**src/rtl/mem_port_arbiter.sv**
```systemverilog
// Two-port arbiter sharing one cache interface between instruction fetch and data memory.
// Data port has priority; a starvation counter forces a fetch grant after STARVE_LIMIT data wins.
module mem_port_arbiter #(
    parameter int ADDR_W       = 32,
    parameter int DATA_W       = 32,
    parameter int STARVE_LIMIT = 3
) (
    input  logic              clk,
    input  logic              rst,
    // fetch port
    input  logic              if_req,
    input  logic [ADDR_W-1:0] if_addr,
    output logic [DATA_W-1:0] if_rdata,
    output logic              if_ready,
    // data port
    input  logic              mem_req,
    input  logic              mem_we,
    input  logic [ADDR_W-1:0] mem_addr,
    input  logic [DATA_W-1:0] mem_wdata,
    output logic [DATA_W-1:0] mem_rdata,
    output logic              mem_ready,
    // hazard logic
    output logic              stall_if,
    output logic              stall_mem,
    // cache side
    output logic              c_req,
    output logic              c_we,
    output logic [ADDR_W-1:0] c_addr,
    output logic [DATA_W-1:0] c_wdata,
    input  logic [DATA_W-1:0] c_rdata,
    input  logic              c_ack,
    output logic              busy
);

    typedef enum logic [1:0] {IDLE, BUS_IF, BUS_MEM, RESP} state_e;

    localparam logic [3:0] LIMIT = 4'(STARVE_LIMIT);

    state_e            state_q, state_d;
    logic              owner_mem_q, owner_mem_d;
    logic [3:0]        starve_cnt_q, starve_cnt_d;
    logic              c_we_q, c_we_d;
    logic [ADDR_W-1:0] c_addr_q, c_addr_d;
    logic [DATA_W-1:0] c_wdata_q, c_wdata_d;
    logic [DATA_W-1:0] if_rdata_q, if_rdata_d;
    logic [DATA_W-1:0] mem_rdata_q, mem_rdata_d;

    logic grant_if;
    logic grant_mem;

    // Fetch only beats a competing data request once it has been starved long enough.
    assign grant_if  = (state_q == IDLE) && if_req && (!mem_req || (starve_cnt_q == LIMIT));
    assign grant_mem = (state_q == IDLE) && mem_req && !grant_if;

    // State register
    // NOTE: sequential state uses non-blocking (<=) so every flop samples pre-edge values.
    always_ff @(posedge clk or negedge rst) begin
        if (!rst) begin
            state_q      <= IDLE;
            owner_mem_q  <= 1'b0;
            starve_cnt_q <= 4'd0;
            c_we_q       <= 1'b0;
            c_addr_q     <= '0;
            c_wdata_q    <= '0;
            if_rdata_q   <= '0;
            mem_rdata_q  <= '0;
        end else begin
            state_q      <= state_d;
            owner_mem_q  <= owner_mem_d;
            starve_cnt_q <= starve_cnt_d;
            c_we_q       <= c_we_d;
            c_addr_q     <= c_addr_d;
            c_wdata_q    <= c_wdata_d;
            if_rdata_q   <= if_rdata_d;
            mem_rdata_q  <= mem_rdata_d;
        end
    end

    // Next-state logic
    // NOTE: every always_comb target gets a default first so no latch is inferred.
    always_comb begin
        state_d     = state_q;
        owner_mem_d = owner_mem_q;
        unique case (state_q)
            IDLE: begin
                if (grant_if)       state_d = BUS_IF;
                else if (grant_mem) state_d = BUS_MEM;
            end
            BUS_IF: begin
                if (c_ack) begin
                    state_d     = RESP;
                    owner_mem_d = 1'b0;
                end
            end
            BUS_MEM: begin
                if (c_ack) begin
                    state_d     = RESP;
                    owner_mem_d = 1'b1;
                end
            end
            RESP:    state_d = IDLE;
            default: state_d = IDLE;
        endcase
    end

    // Datapath: request capture at grant, read data capture at ack, starvation tracking
    always_comb begin
        starve_cnt_d = starve_cnt_q;
        c_we_d       = c_we_q;
        c_addr_d     = c_addr_q;
        c_wdata_d    = c_wdata_q;
        if_rdata_d   = if_rdata_q;
        mem_rdata_d  = mem_rdata_q;

        if (grant_if) begin
            c_addr_d     = if_addr;
            c_we_d       = 1'b0;
            starve_cnt_d = 4'd0;
        end else if (grant_mem) begin
            c_addr_d  = mem_addr;
            c_we_d    = mem_we;
            c_wdata_d = mem_wdata;
            if (if_req && (starve_cnt_q < LIMIT)) starve_cnt_d = starve_cnt_q + 4'd1;
        end

        if ((state_q == BUS_IF) && c_ack)            if_rdata_d  = c_rdata;
        if ((state_q == BUS_MEM) && c_ack && !c_we_q) mem_rdata_d = c_rdata;
    end

    // Output logic
    always_comb begin
        c_req     = (state_q == BUS_IF) || (state_q == BUS_MEM);
        busy      = (state_q != IDLE);
        if_ready  = (state_q == RESP) && !owner_mem_q;
        mem_ready = (state_q == RESP) && owner_mem_q;
        stall_if  = if_req & ~if_ready;
        stall_mem = mem_req & ~mem_ready;
        c_we      = c_we_q;
        c_addr    = c_addr_q;
        c_wdata   = c_wdata_q;
        if_rdata  = if_rdata_q;
        mem_rdata = mem_rdata_q;
    end

endmodule

```
**config.mk**
```make
export PLATFORM = sky130hd
export DESIGN_NAME = mem_port_arbiter
export DESIGN_NICKNAME = d
export VERILOG_FILES = /design/src/rtl/mem_port_arbiter.sv
export SDC_FILE = /design/constraint.sdc
export NUM_CORES = 1
export LEC_CHECK = 0
export BUFFER_PORTS_ARGS = -buffer_cell sky130_fd_sc_hd__buf_2
export CAP_MARGIN = 40
export CORE_UTILIZATION = 45
export DETAILED_ROUTE_END_ITERATION = 12
export GPL_ROUTABILITY_DRIVEN = 0
export PLACE_DENSITY = 0.78
export SLEW_MARGIN = 20
export SYNTH_ARGS = -nofsm -noshare
export SYNTH_HDL_FRONTEND = slang
export SYNTH_SLANG_ARGS = --single-unit
```
**constraint.sdc**
```tcl
create_clock -name clk -period 2.4 [get_ports clk]
set_clock_uncertainty 0.05 [all_clocks]
set_input_delay 0.72 -clock clk [delete_from_list [all_inputs] [get_ports clk]]
set_output_delay 0.72 -clock clk [all_outputs]
set_load 0.02 [all_outputs]
```
Word level (Yosys, flattened, before mapping)
Index checks and enable logic that the tools add are counted.

word-level totals
  flip-flop bits (word level) = 136
  input bits = 134
  output and inout port bits = 135
  word-level logic and storage cells = 63

cells by class
  add/subtract/negate cells = 1
  magnitude comparators = 1
  equal/unequal tests = 8
  multiplexer cells = 14
  bitwise operators = 5
  reductions and logical operators = 26

operators with widths
  cell                                                    count
  two-way mux 32 bit                                      2
  two-way mux 4 bit                                       3
  logical AND 1 bit                                       10
  nonzero test 2 bit                                      4
  two-way mux 2 bit                                       3
  case mux 2 bit (3 select lines)                         1
  AND reduction 2 bit                                     3
  adder 4 x 1 -> 4 bit (second input constant)            1
  equality test 2 bit (second input constant)             2
  equality test 4 x 2 -> 1 bit (second input constant)    1
  logical NOT 1 bit                                       4
  < comparator 4 x 2 -> 1 bit (second input constant)     1
  two-way mux 1 bit                                       4
  inequality test 2 bit (second input constant)           2
  inequality test 3 bit (second input constant)           1
  inverter 1 bit                                          3
  AND reduction 3 bit                                     1
  AND 1 bit                                               2
  equality test 2 x 1 -> 1 bit (second input constant)    1
  logical NOT 2 bit                                       1
  logical OR 1 bit                                        2
  inequality test 2 x 1 -> 1 bit (second input constant)  1
  case mux 1 bit (2 select lines)                         1
  OR reduction 2 bit                                      1

Longest topological paths before layout
Gate-level depths: netlist of the first run.

  word-level depth = 8
  gate-level depth with buffers = 7

Least setup slack after synthesis of the first run
Ideal clock, no wire load.

  path kind = input -> output
  start = input port mem_req
  end = output port stall_mem
  arrival = 1209 ps
  required time = 1630 ps
  slack = 421 ps
  stages = 2
  buffers on the path = 1
  cell sequence = buf_4 nor2b_1

between the ends
  longest elaborated chain between the ends = 1

ends and longest elaborated chain
  element          line  text
  start, declared  16    input logic mem_req,
  AND 1 bit        137   stall_mem = mem_req & ~mem_ready;
  end, declared    24    output logic stall_mem,

Every way passes these cells.

Final worst setup path of the first run
  start = register state_q[1]
  end = output port stall_mem

between the ends
  longest elaborated chain between the ends = 4

ends and longest elaborated chain
  element                 line  text
  start, declared         39    state_e state_q, state_d;
  start signal, assigned  68    state_q <= state_d;
  equality test 2 bit     135   mem_ready = (state_q == RESP) && owner_mem_q;
  logical AND 1 bit       135
  inverter 1 bit          137
  AND 1 bit               137

Every way passes these cells.

==> impl_metrics.json, run 1 <==
{
  "tightest_slew_ns": 0.4908,
  "worstPathMaxFanout": 4,
  "root_buffer": "clkbuf_16",
  "clock_latency_ns": 0.42,
  "grt_pass1_wl_um": 22890,
  "ir_worst_vdd_uv": 803.9,
  "finalCritPeriodShare_pct": 93.87,
  "grt.total_usage_pct": 23.87,
  "drive_gt1_share_pct": 60.65,
  "cts_made_buffers": 17,
  "num_vias": 4152,
  "yosysTopAreaCell": "dfrtp_1",
  "switching_share_pct": 37.60,
  "routed_wl_um": 14400,
  "power_density_nw_per_um2": 1564,
  "io_buffers": 268,
  "syn-num-nets": 501,
  "setup.worst_path.start_class": "flop",
  "grt_antenna_before_repair": 0,
  "htreeDepth": 4,
  "total_power_mw": 12.01,
  "floorplan.rows": 40,
  "antennaDiodeCount": 0,
  "final_util_pct": 64.21,
  "synthTopCellsByArea": "dfrtp_1 62%, mux2_2 16%, a221o_1 5.8%, and2_1 3.8%, mux2_1 3.5%",
  "finalSetupViolations": 0,
  "place_ws_ns": 0.2480,
  "firstDrtPassIters": 6,
  "power_switching_mw": 4.516,
  "drc": 0,
  "arrival_ns": 1.48,
  "grt_max_degree": 48,
  "cp-end-kind": "output pin",
  "mappedNetlistArea_um2": 5502,
  "die_w_um": 112.6,
  "path_clk_slew_ns": 0.06,
  "cts_sinks": 136,
  "ys_types": 32,
  "p_comb_share_pct": 42.9,
  "fmax_mhz": 443.9,
  "place_inst": 764,
  "hold_path_class": "input port to asynchronous set/reset pin",
  "fin_crit_ns": 2.253,
  "hold_buffers": 0,
  "cts_tree": "yes",
  "cap_violations": 0,
  "slew_viol_final": 0,
  "setup_tns_ns": 0,
  "grt_overflow_total": 0,
  "first_global_vias": 4452,
  "power.leakage_nw": 3.860,
  "hold_viol_final": 0,
  "wl_per_cell_um": 18.12,
  "setup_ws_ns": 0.1471,
  "p_seq_share_pct": 33.4,
  "rsz0062_at_grt": "no",
  "pwr-share-clk_pct": 23.7,
  "ys_seq_area_share_pct": 61.86,
  "vias_per_cell": 5.223,
  "crit_type": "flop to output pin",
  "clockBufferDepth": 2,
  "ctsResizeCount": 0,
  "critical_path_required_ns": 1.63,
  "layoutNonFillerInstCount": 795,
  "die-area_um2": 12670,
  "relSlewSlack_pct": 67.27,
  "avgSynthCellArea_um2": 15.24,
  "fin_nets": 776,
  "core_area_um2": 11960,
  "ys_warn_count": 0,
  "intPower_mw": 7.496,
  "synth.top_cell.area_share_pct": 61.86,
  "syn_inst": 361,
  "cts_setup_buffers": 0,
  "ys_ff_latch": 136,
  "status": "completed",
  "syn_to_final_growth_pct": 39.60,
  "pin_count": 269,
  "fp.dieH_um": 112.6,
  "antenna_left": 0,
  "drtIter0Drc": 312,
  "dp_hpwl_um": 10520,
  "start_util_pct": 45.99
}
## Yosys cell counts
cell and count:
a21o_2 1, a21oi_4 1, a221o_1 32, a22o_1 5, a22oi_1 1, a31oi_1 1
and2_1 33, buf_12 1, buf_2 7, buf_4 1, buf_6 8, clkbuf_1 3
dfrtp_1 136, ha_1 6, inv_1 3, mux2_1 17, mux2_2 79, nand2_1 2
nand2_2 1, nand3_1 1, nand3b_1 1, nor2_1 2, nor2b_1 5, nor3_1 2
nor3b_1 1, o21a_1 2, o21ai_0 4, o21ai_1 1, or2_2 1, or3b_4 1
or4_1 1, or4b_1 1
## cells in the final DEF, fill, tap and decap left out, types with 2 or more instances in the layout
master / Yosys / layout
nand2_1: 2 / 2
and2_1: 33 / 33
buf_12: 1 / 6
a221o_1: 32 / 32
inv_6: 0 / 2
o21a_1: 2 / 2
clkbuf_16: 0 / 17
buf_2: 7 / 267
dfrtp_1: 136 / 136
mux2_2: 79 / 79
nor2b_1: 5 / 5
a22o_1: 5 / 5
bufinv_16: 0 / 5
nor3_1: 2 / 2
o21ai_0: 4 / 4
nor2_1: 2 / 2
inv_1: 3 / 3
mux2_1: 17 / 17
ha_1: 6 / 6
clkinv_4: 0 / 5
## power groups by stage
stage,combinational (mW),clock (mW),sequential (mW)
6_report,5.15,2.85,4.01
5_1_grt,5.50,3.00,4.15
4_1_cts,5.21,2.90,4.02
3_5_place_dp,5.18,0,4.05
3_3_place_gp,5.00,0,3.97
2_1_floorplan,2.00,0,5.34
## routing by layer
layer | up-vias | GRT usage, % | share of wire (%)
met5 | - | 0 | 0
met4 | 0 | 11.02 | 2.8
met3 | 33 | 7.343 | 6.3
met2 | 177 | 42.84 | 54
met1 | 2066 | 25.69 | 37
li1 | 1876 | - | -
## through the flow
stage / cell area [µm²] / hold slack, ns
2_1_floorplan: 5502 / 0.3744
3_3_place_gp: 7015 / 0.4145
3_5_place_dp: 7030 / 0.4205
4_1_cts: 7680 / 0.1696
5_1_grt: 7680 / 0.1888
6_report: 7680 / 0.1753
## logic make-up (layout without fill, tap and decap cells)
family | count (synthesis) | after routing | share of synthesized area (%)
adder cells (fa/ha/maj) | 6 | 6 | 1.365
multiplexers | 96 | 96 | 19.65
AND/OR/NAND/NOR | 52 | 52 | 5.891
flip-flops | 136 | 136 | 61.86
AO/OA/AOI/OAI | 48 | 48 | 8.051
buffers and inverters | 23 | 310 | 3.184
## area by class of cell
cell class | count | area, µm²
Clock inverter | 14 | 224.0
Timing Repair Buffer | 276 | 1490
Clock buffer | 17 | 425.4
Sequential cell | 136 | 3403
Inverter | 3 | 11.26
Fill cell | 919 | 4282
Multi-Input combinational cell | 202 | 1942
Tap cell | 147 | 183.9
## worst paths after layout
check	start	cells after the start	end	slack, ns
max	state_q[1]	4	stall_mem	0.15
min	rst	1	c_wdata[25]	0.18
max reg2reg	state_q[0]	6	c_wdata[27]	0.35
min reg2reg	c_wdata[25]	1	c_wdata[25]	0.43
max in group asynchronous	rst	2	c_addr[3]	1.52
min in group clk	c_wdata[25]	1	c_wdata[25]	0.43
## state kept, by name (all words and copies together), names as in the netlist
| name | count |
|---|---|
| c_addr | 32 |
| c_wdata | 32 |
| c_we | 1 |
| if_rdata | 32 |
| mem_rdata | 32 |
| owner_mem_q | 1 |
| starve_cnt_q | 4 |
| state_q | 2 |
## critical path, stage by stage, from the launching register on
cell	delay, ns
dfrtp_1	0.42
ha_1	0.20
and2_1	0.17
nor2b_1	0.11
buf_2	0.17
Power figures use the tool's default switching activity.
==> run 2: changes to the inputs <==
--- a/config.mk
+++ b/config.mk
@@ -5,12 +5,11 @@
 export SDC_FILE = /design/constraint.sdc
 export NUM_CORES = 1
 export LEC_CHECK = 0
-export BUFFER_PORTS_ARGS = -buffer_cell sky130_fd_sc_hd__buf_2
 export CAP_MARGIN = 40
 export CORE_UTILIZATION = 45
 export DETAILED_ROUTE_END_ITERATION = 12
+export DONT_BUFFER_PORTS = 1
 export GPL_ROUTABILITY_DRIVEN = 0
-export PLACE_DENSITY = 0.78
 export SLEW_MARGIN = 20
 export SYNTH_ARGS = -nofsm -noshare
 export SYNTH_HDL_FRONTEND = slang
==> impl_metrics.json, run 2 (synthesis gave the netlist of run 1 again) <==
{
  "status": "finished, violations left",
  "violations": "hold timing",
  "cts_sinks": 136,
  "grt.total_usage_pct": 18.93,
  "firstDrtPassIters": 4,
  "drc": 0,
  "ir_worst_vdd_uv": 922.2,
  "fin_crit_ns": 2.317,
  "clock_latency_ns": 0.41,
  "grt_pass1_wl_um": 17840,
  "core_area_um2": 11960,
  "crit_slowest_cell": "dfrtp_1",
  "critical_path_required_ns": 1.63,
  "root_buffer": "clkbuf_16",
  "die_w_um": 112.6,
  "place_inst": 495,
  "grt_max_degree": 137,
  "die-area_um2": 12670,
  "worstPathMaxFanout": 3,
  "drtIter0Drc": 227,
  "cp-startpoint": "state_q[0]",
  "antenna_left": 0,
  "clockBufferDepth": 2,
  "fin_nets": 507,
  "setup_tns_ns": 0,
  "slew_viol_final": 0,
  "place_ws_ns": 0.3627,
  "final_cell_mix": "136 x dfrtp_1, 79 x mux2_2, 33 x and2_1, 32 x a221o_1",
  "floorplan.rows": 40,
  "final_util_pct": 52.41,
  "drive_gt1_share_pct": 33.25,
  "grt_overflow_total": 0,
  "start_util_pct": 45.99,
  "fmax_mhz": 431.6,
  "setup_ws_ns": 0.08283,
  "wl_per_cell_um": 22.45,
  "power.leakage_nw": 2.744,
  "finalSetupViolations": 0,
  "finalCritPeriodShare_pct": 96.55,
  "antennaDiodeCount": 0,
  "arrival_ns": 1.55,
  "cp-end-kind": "output pin",
  "dp_hpwl_um": 8109,
  "first_global_vias": 3342,
  "layoutNonFillerInstCount": 526,
  "htreeDepth": 4,
  "tightest_slew_ns": 0.4530,
  "vias_per_cell": 5.785,
  "rsz0062_at_grt": "no",
  "fp.dieH_um": 112.6,
  "cts_made_buffers": 17,
  "setup.worst_path.start_class": "flop",
  "total_power_mw": 10.74,
  "pin_count": 269,
  "path_clk_slew_ns": 0.05,
  "max_stage_delay_ns": 0.41,
  "crit_type": "flop to output pin",
  "io_buffers": 0,
  "num_vias": 3043,
  "grt_antenna_before_repair": 0,
  "crit_chain": "ha_1 > nor2b_1 > buf_4 > nor2b_2",
  "relSlewSlack_pct": 69.80,
  "cts_setup_buffers": 0,
  "syn_to_final_growth_pct": 13.94,
  "final_common_cell": "dfrtp_1",
  "cts_tree": "yes",
  "hold_ws_ns": -0.04556,
  "power_density_nw_per_um2": 1713,
  "hold_path_class": "input port to asynchronous set/reset pin",
  "cap_violations": 0,
  "r2r_start": "state_q[0]",
  "hold_viol_final": 110,
  "routed_wl_um": 11810
}
## run 2: changes by cell type in the layout (fill, tap and decap cells not counted), sizes merged
| cell | change |
|---|---|
| buf | -269 |
| clkbuf | +2 |
| clkinv | -2 |
| clkinvlp | +1 |
| inv | -1 |
## run 2: layout make-up
cell class / count / area [µm²]
multi-input cells: 202 / 1947
well taps: 147 / 183.9
clock buffers: 19 / 452.9
clock inverters: 12 / 197.7
flip-flops and latches: 136 / 3403
inverters: 3 / 11.26
fillers: 985 / 5693
repair buffers: 7 / 72.57
## run 2: per-layer routing
metal  routed length, µm  track usage (%)  up-vias
li1                    -                -     1323
met4                 275            10.04        0
met3                1052            7.559       23
met2                6246            32.76      158
met5                   0                0        -
met1                4235            19.74     1539
## run 2: final timing paths
check | to | slack, ns | depth (start not counted)
setup reg to reg | c_wdata[27] | 0.33 | 6
hold / removal | c_wdata[24] | -0.05 | 0
min in group clk | c_wdata[2] | 0.39 | 1
setup / recovery | stall_if | 0.08 | 4
max in group asynchronous | c_we | 2.11 | 0
hold reg to reg | starve_cnt_q[1] | 0.49 | 1
## run 2: stage by stage
step | cell area, µm² | hold slack (ns)
floorplan | 5502 | 0.3744
global route | 6269 | -0.07322
CTS | 6269 | -0.06991
finish | 6269 | -0.04556
global placement | 5590 | 0.3765
detailed placement | 5613 | 0.3764
## run 2: power by group
part	total, mW	switching (mW)	internal, mW	leakage [nW]
clock	2.83	0.940	1.89	0.315
sequential	5.61	2.18	3.43	1.64
combinational	2.30	0.953	1.34	0.791
## run 2: worst max-delay path, delay by kind of cell (launching register included)
family / cells / cell delay [ns]
simple gates: 2 / 0.36
fa+ha+maj: 1 / 0.21
flops: 1 / 0.41
buf+inv: 1 / 0.16
## run 2: timing repair
item,4_1_cts,5_1_grt
hold endpoints to repair,136,136
setup endpoints to repair,2,0
resized for setup,2,0
==> run 3: changes to the inputs <==
==> constraint.sdc (replaced) <==
create_clock -name clk -period 1.9 [get_ports clk]
set_clock_uncertainty 0.05 [all_clocks]
set_input_delay 0.57 -clock clk [delete_from_list [all_inputs] [get_ports clk]]
set_output_delay 0.57 -clock clk [all_outputs]
set_load 0.02 [all_outputs]
==> impl_metrics.json, run 3 (synthesis gave the netlist of run 1 again) <==
{
  "syn_to_final_growth_pct": 17.44,
  "r2r_cells": 6,
  "power.leakage_nw": 2.838,
  "htreeDepth": 4,
  "fp.dieH_um": 112.6,
  "fmax_mhz": 491.5,
  "worstPathMaxFanout": 3,
  "pin_count": 269,
  "root_buffer": "clkbuf_16",
  "die-area_um2": 12670,
  "slew_viol_final": 0,
  "hold_path_class": "input port to asynchronous set/reset pin",
  "hold_viol_final": 136,
  "final_common_cell": "dfrtp_1",
  "ff_latch_area_um2": 3403,
  "wl_per_cell_um": 22.04,
  "drive_gt1_share_pct": 35.04,
  "antenna_left": 0,
  "total_power_mw": 13.96,
  "io_buffers": 0,
  "finalCritPeriodShare_pct": 107.1,
  "power_density_nw_per_um2": 2161,
  "hold_ws_ns": -0.1921,
  "path_clk_slew_ns": 0.05,
  "num_vias": 3104,
  "finalSetupViolations": 6,
  "drc": 0,
  "wl_met2_um": 6239,
  "multi_input_area_um2": 1962,
  "grt.total_usage_pct": 18.69,
  "relSlewSlack_pct": 77.60,
  "die_w_um": 112.6,
  "clockBufferDepth": 2,
  "cp-end-kind": "output pin",
  "antennaDiodeCount": 0,
  "crit_chain": "ha_2 > and2_4 > nor2b_1 > buf_4",
  "n_fill_cell": 1006,
  "path_buf_inv": 1,
  "cts_sinks": 136,
  "violations": "hold timing, setup timing",
  "vias_per_cell": 5.770,
  "dp_hpwl_um": 8043,
  "drtIter0Drc": 191,
  "setup_ws_ns": -0.1347,
  "wl_met1_um": 4346,
  "cts_made_buffers": 17,
  "crit_slowest_cell": "dfrtp_1",
  "rsz0062_at_grt": "yes",
  "ir_worst_vdd_uv": 940.4,
  "grt_max_degree": 137,
  "setup.worst_path.start_class": "flop",
  "r2r_start": "state_q[1]",
  "routed_wl_um": 11860,
  "status": "finished, violations left",
  "cts_tree": "yes",
  "first_global_vias": 3316,
  "cap_violations": 0,
  "tightest_slew_ns": 0.3347,
  "firstDrtPassIters": 6,
  "rr_endpoint": "c_wdata[14]",
  "fin_nets": 518,
  "clock_latency_ns": 0.41,
  "grt_pass1_wl_um": 17590,
  "floorplan.rows": 40,
  "start_util_pct": 45.99,
  "max_stage_delay_ns": 0.41,
  "grt_antenna_before_repair": 0,
  "path_delay_family": "flip-flops",
  "arrival_ns": 1.41,
  "critical_path_required_ns": 1.28,
  "core_area_um2": 11960,
  "r2r_slack_ns": 0.10,
  "wl_met3_um": 1068,
  "highest_layer": "met4",
  "final_cell_mix": "136 x dfrtp_1, 79 x mux2_2, 32 x and2_1, 32 x a221o_1, 18 x clkbuf_16",
  "fin_crit_ns": 2.035,
  "grt_overflow_total": 0,
  "crit_type": "flop to output pin"
}
==> run 3: cell types whose count changed in the layout (fill, tap and decap cells not counted), sizes merged <==
cell      previous run  this run
buf                  7        17
bufinv               5         6
clkbuf              19        25
clkinv               4         2
clkinvlp             2         0
inv                  4         3
==> run 3: layout make-up <==
type,instances,share of cell area (%)
clock buffers,24,7.455
multi-input cells,202,30.36
flip-flops and latches,136,52.67
clock inverters,8,2.943
repair buffers,18,3.505
well taps,147,2.847
inverters,3,0.2130
==> run 3: report_power, final <==
| group | internal, mW | total [mW] | switching [mW] |
|---|---|---|---|
| Clock | 2.56 | 3.70 | 1.14 |
| Sequential | 4.34 | 7.07 | 2.73 |
| Combinational | 1.91 | 3.19 | 1.28 |
| Total | 8.81 | 14.0 | 5.15 |
==> run 3: worst max-delay path by stage <==
stage | cells after the start | startpoint | endpoint | slack [ns]
floorplan | 7 | state_q[0] | c_wdata[20] | 0.11
global placement | 3 | if_req | c_addr[30] | -0.04
detailed placement | 7 | state_q[0] | c_addr[8] | 0.06
CTS | 4 | state_q[1] | stall_mem | -0.15
global route | 4 | state_q[1] | stall_mem | -0.24
finish | 4 | state_q[0] | stall_mem | -0.13
==> run 3: stage by stage <==
stage	worst slack, ns	cells	cell area (µm²)	util (%)	TNS (ns)
after floorplan	0.1079	361	5502	-	0
after CTS	-0.1489	535	6414	53.62	-0.5279
after global routing	-0.2411	538	6461	54.02	-1.166
final	-0.1347	538	6461	54.02	-0.5401
after detailed placement	0.05682	501	5704	47.69	0
after global placement	-0.04007	500	5693	47.59	-0.7498
==> run 3: metal layers <==
layer | vias up | global-route usage [%]
met5 | - | 0
met4 | 0 | 9.333
met3 | 23 | 7.613
met2 | 156 | 32.30
met1 | 1568 | 19.66
li1 | 1357 | -
==> run 3: what timing repair did <==
action	in CTS	in global routing
gates resized for setup	8	2
setup endpoints to repair	6	35
buffers inserted	2	2
hold endpoints to repair	136	136
cloned	0	1
==> run 3: worst reg2reg max path, cell delays in order (launching register included) <==
cell and delay, ns:
dfrtp_1 0.41, inv_1 0.12, ha_1 0.18, nand2_1 0.09, a31oi_4 0.24, buf_12 0.23, mux2_2 0.37
